## src/rtl/ex_mem_stage.sv

```systemverilog
// EX/MEM pipeline register with condition-code evaluation and the committed
// {N,Z,C,V} flag register. Squashed instructions keep their data but lose
// their control bits; flushes insert a bubble while holding the data fields.
module ex_mem_stage #(
  parameter int unsigned DATA_W   = 32,
  parameter logic [3:0]  FLAG_RST = 4'b0000
) (
  input  logic              clk,
  input  logic              reset,
  input  logic              stall,
  input  logic              flush,
  input  logic [DATA_W-1:0] alu_out,
  input  logic              carry_out,
  input  logic              z,
  input  logic              n,
  input  logic              v,
  input  logic              s_bit,
  input  logic [3:0]        cond,
  input  logic [3:0]        rd_in,
  input  logic              reg_wr_in,
  input  logic              mem_rd_in,
  input  logic              mem_wr_in,
  input  logic [DATA_W-1:0] store_data_in,
  output logic [DATA_W-1:0] alu_out_q,
  output logic [DATA_W-1:0] store_data_q,
  output logic [3:0]        rd_q,
  output logic              reg_wr_q,
  output logic              mem_rd_q,
  output logic              mem_wr_q,
  output logic              valid_q,
  output logic [3:0]        flags_q,
  output logic              cond_pass,
  output logic              carry_in_o
);

  localparam int unsigned FLAG_W = 4;

  logic              flag_n, flag_z, flag_c, flag_v;
  logic [DATA_W-1:0] alu_out_d;
  logic [DATA_W-1:0] store_data_d;
  logic [3:0]        rd_d;
  logic              reg_wr_d;
  logic              mem_rd_d;
  logic              mem_wr_d;
  logic              valid_d;
  logic [FLAG_W-1:0] flags_d;

  assign {flag_n, flag_z, flag_c, flag_v} = flags_q;
  assign carry_in_o = flags_q[1];

  // Condition decode against the committed flags only
  always_comb begin
    cond_pass = 1'b0;
    case (cond)
      4'h0: cond_pass = flag_z;
      4'h1: cond_pass = ~flag_z;
      4'h2: cond_pass = flag_c;
      4'h3: cond_pass = ~flag_c;
      4'h4: cond_pass = flag_n;
      4'h5: cond_pass = ~flag_n;
      4'h6: cond_pass = flag_v;
      4'h7: cond_pass = ~flag_v;
      4'h8: cond_pass = flag_c & ~flag_z;
      4'h9: cond_pass = ~flag_c | flag_z;
      4'hA: cond_pass = (flag_n == flag_v);
      4'hB: cond_pass = (flag_n != flag_v);
      4'hC: cond_pass = ~flag_z & (flag_n == flag_v);
      4'hD: cond_pass = flag_z | (flag_n != flag_v);
      4'hE: cond_pass = 1'b1;
      default: cond_pass = 1'b0;
    endcase
  end

  // Next-state: flush bubbles the controls, stall holds, otherwise load
  always_comb begin
    alu_out_d    = alu_out_q;
    store_data_d = store_data_q;
    rd_d         = rd_q;
    reg_wr_d     = reg_wr_q;
    mem_rd_d     = mem_rd_q;
    mem_wr_d     = mem_wr_q;
    valid_d      = valid_q;
    flags_d      = flags_q;
    if (flush) begin
      reg_wr_d = 1'b0;
      mem_rd_d = 1'b0;
      mem_wr_d = 1'b0;
      valid_d  = 1'b0;
    end else if (!stall) begin
      alu_out_d    = alu_out;
      store_data_d = store_data_in;
      rd_d         = rd_in;
      reg_wr_d     = reg_wr_in & cond_pass;
      mem_rd_d     = mem_rd_in & cond_pass;
      mem_wr_d     = mem_wr_in & cond_pass;
      valid_d      = cond_pass;
      if (s_bit && cond_pass) begin
        flags_d = {n, z, carry_out, v};
      end
    end
  end

  // Pipeline and flag registers with synchronous reset
  always_ff @(posedge clk) begin
    if (reset) begin
      alu_out_q    <= '0;
      store_data_q <= '0;
      rd_q         <= '0;
      reg_wr_q     <= 1'b0;
      mem_rd_q     <= 1'b0;
      mem_wr_q     <= 1'b0;
      valid_q      <= 1'b0;
      flags_q      <= FLAG_RST;
    end else begin
      alu_out_q    <= alu_out_d;
      store_data_q <= store_data_d;
      rd_q         <= rd_d;
      reg_wr_q     <= reg_wr_d;
      mem_rd_q     <= mem_rd_d;
      mem_wr_q     <= mem_wr_d;
      valid_q      <= valid_d;
      flags_q      <= flags_d;
    end
  end

endmodule

```

## config.mk

```make
export PLATFORM = sky130hd
export DESIGN_NAME = ex_mem_stage
export DESIGN_NICKNAME = d
export VERILOG_FILES = /design/src/rtl/ex_mem_stage.sv
export SDC_FILE = /design/constraint.sdc
export NUM_CORES = 1
export LEC_CHECK = 0
export ABC_AREA = 1
export CAP_MARGIN = 20
export CORE_MARGIN = 4
export CORE_UTILIZATION = 35
export CTS_CLUSTER_SIZE = 20
export DETAILED_ROUTE_END_ITERATION = 8
export PLACE_DENSITY = 0.88
export SETUP_SLACK_MARGIN = 0.05
export SLEW_MARGIN = 25
export SYNTH_ARGS = -nofsm -noshare
export SYNTH_HDL_FRONTEND = slang
export SYNTH_SLANG_ARGS = --single-unit
```

## constraint.sdc

```tcl
create_clock -name clk -period 1.4 [get_ports clk]
set_clock_uncertainty 0.15 [all_clocks]
set_input_delay 0.21 -clock clk [delete_from_list [all_inputs] [get_ports clk]]
set_output_delay 0.21 -clock clk [all_outputs]
set_load 0.01 [all_outputs]
```

==> results of run 1 <==
## critical path, delay by kind of cell (launching register included)
kind	cells	cell delay [ns]
buffers and inverters	2	0.16
DFF	1	0.37
and+or+nand+nor	8	0.49
## placed cells by master (no fill, tap or decap)
master / count
dlygate4sd2_1: 35
bufinv_16: 4
dfxtp_1: 72
nor2_2: 3
inv_2: 6
buf_4: 6
nand2_2: 7
nor2_1: 145
clkbuf_8: 9
clkdlybuf4s15_1: 36
a21oi_2: 4
buf_8: 1
buf_6: 7
nand2_1: 27
clkdlybuf4s50_1: 79
inv_1: 12
buf_12: 4
nand3_2: 1
or2_2: 1
nor2_4: 2
dfxtp_4: 4
clkbuf_16: 1
a21oi_1: 5
a21oi_4: 1
nor3_1: 1
o21ai_0: 65
o21ai_1: 3
nand3_1: 12
clkbuf_2: 7
## layout make-up
| cell class | count | area (um^2) | area share [%] |
|---|---|---|---|
| multi-input combinational | 277 | 1230 | 24.9 |
| tap | 102 | 128 | 2.58 |
| clock inverter | 4 | 120 | 2.43 |
| timing repair buffer | 175 | 1710 | 34.6 |
| inverter | 18 | 67.6 | 1.37 |
| sequential | 76 | 1540 | 31.1 |
| clock buffer | 10 | 149 | 3.01 |
## repair_timing
item | in CTS | in global routing
hold buffers | 0 | 0
gates resized for setup | 109 | 50
buffers inserted | 1 | 1
setup endpoints to repair | 87 | 57
## routing by layer
layer,part of all wire (%),vias to the layer above,track usage [%]
met4,1.1,0,5.78
li1,-,1572,-
met3,8.3,10,6.02
met2,49,116,29.8
met5,0,-,0
met1,42,1413,20.5
## how the worst min path moves through the flow
stage / start / to / slack (ns) / depth (start not counted)
floorplan: store_data_in[14] / store_data_q[14] / 0.19 / 2
global placement: reg_wr_q / reg_wr_q / 0.30 / 2
detailed placement: valid_q / valid_q / 0.30 / 2
CTS: reg_wr_in / reg_wr_q / 0.28 / 3
global route: alu_out[3] / alu_out_q[3] / 0.29 / 3
finish: reg_wr_in / reg_wr_q / 0.29 / 3
## state kept, by name, summed over array words and instances, names as in the netlist
signal and count:
store_data_q 32, alu_out_q 32, mem_wr_q 1, flags_q 4, valid_q 1, reg_wr_q 1, rd_q 4, mem_rd_q 1
## cells by family after synthesis
group,count (synthesis),synth area share (%)
AND/OR/NAND/NOR,199,27.4
AO/OA/AOI/OAI,78,14.0
buffers and inverters,41,6.17
flip-flops,76,52.5
## metrics by stage
stage	util [%]	hold WS, ns	total power [uW]	setup slack, ns	area [um^2]
after floorplan	-	0.195	2770	-0.0227	2930
final	62.6	0.294	5490	-0.313	4940
after detailed placement	59.7	0.305	3400	-0.802	4710
after global routing	62.6	0.289	5730	-0.408	4940
after global placement	59.7	0.302	3380	-0.777	4710
after CTS	62.2	0.278	5530	-0.335	4910
## where the power goes
part	leakage, uW	switching, uW	internal [uW]
clock	0.000134	767	1450
combinational	0.00150	422	488
sequential	0.000629	67.6	2290
total	0.00226	1260	4240
==> impl_metrics.ini, run 1 <==
[outcome]
status = complete, but fails checks
violations = negative setup slack

[cells_and_area]
nets = 641
fin_cells = 662
syn2layout_area_growth_pct = 70.4
fillers = 676
n_antenna_cell = 0
drive_gt1_share_pct = 12.1

[global_routing]
grt_pass1_wl_mm = 14.1
overflow = 0
grt_pass1_vias = 2984
antenna_found_initial = 0
grt.total_usage_pct = 17.5
grt_max_degree = 39

[worst_setup_path]
startpoint = flags_q[3]
arrival_ns = 1.35
worstPathRequired_ns = 1.04
crit_path_frequent_cell = nand2_2
critPathCaptureType = primary output
startpoint_type = flop
crit_slowest_cell = dfxtp_4
cp_max_fo = 3
reg2reg_to = flags_q[0]
crit_end = cond_pass
reg2reg_depth = 13
path_cells = inv_2 -> nand2_2 -> nand2_2 -> nand2_2 -> nand2_1 -> nand2_1 -> nand2_1 -> nor2_2 -> nand2_2 -> buf_6
reg2reg_slack_ns = -0.13
crit_type = reg2out
cp_slowest_stage_delay_ns = 0.37
r2r_start = flags_q[3]

[synthesis]
synthesis.nets = 478
ys_top_cells_by_count = nor2_1 (147), dfxtp_1 (76), o21ai_0 (65)
ys_types = 22
post_synth.cell_area_avg_um2 = 7.36
synth_cells = 394
synth_ff_type = dfxtp_1
synth-edff-count = 0
synthesis.area_mm2 = 0.00290
synth.most_common_cell = nor2_1
ys_ff_latch = 76
async_flop_share_pct = 0
synth_seq_area_share_pct = 52.5
synth_top_area_share_pct = 52.5
synth_top_area_cell = dfxtp_1
yosys-top-cells-area = dfxtp_1 (52%), nor2_1 (19%), o21ai_0 (11%), nand2_1 (3.9%), nand3_1 (2.1%)
synth_warnings = 0

[clock_network]
clock-sinks = 76
cts_inserted_buffers = 9
clkSlewWorstSetupHoldPaths_ns = 0.08
htreeDepth = 3
clock_path_buffers = 2
clockRootBuffer = clkbuf_8
insertion_delay_ns = 0.33
cts_tree = built

[drt]
vias_per_cell = 4.70
dr.pass1.iters = 4
vias = 3111
totalWireLength_mm = 8.89
drt_iter0_drc = 90
drc = 0
drtAntennaViolNets = 0
routedWlPerCell_um = 13.4

[timing]
timing.final.crit_share_pct = 122
rsz0062_at_grt = true
finalHoldViolCount = 0
worstMarginPinSlew_ns = 0.281
setup_tns_ns = -1.15
fin_ws_ns = -0.313
setup_viol = 9
slew_viol_final = 0
max_freq_mhz = 584
period_needed_ns = 1.71
slew_headroom_pct = 81.3

[die]
die_width_um = 99.0
core.rowCount = 32
die_area_mm2 = 0.00981
die_h_um = 99.0
start_util_pct = 36.8
core_area_mm2 = 0.00789
io_pins = 162

[placement]
detailed_place_hpwl_mm = 6.53
dpl.cell_count = 647
place_congestion = 0.843
numPortBuffers = 161

[job]
cap_violations = 0

[power_and_ir_drop]
ir_drop_mv = 0.731
powerDensity_mw_per_mm2 = 1110
total_leakage_power_uw = 0.00226

[hold_path]
hold_path.class = in2reg
Note: power is estimated with default switching activity, not from simulation.
==> inputs of run 2 (changes only) <==
Settings changed: CAP_MARGIN 20 to unset.
==> results of run 2 <==
No change in the layout: final DEF, timing and power equal those of run 1.
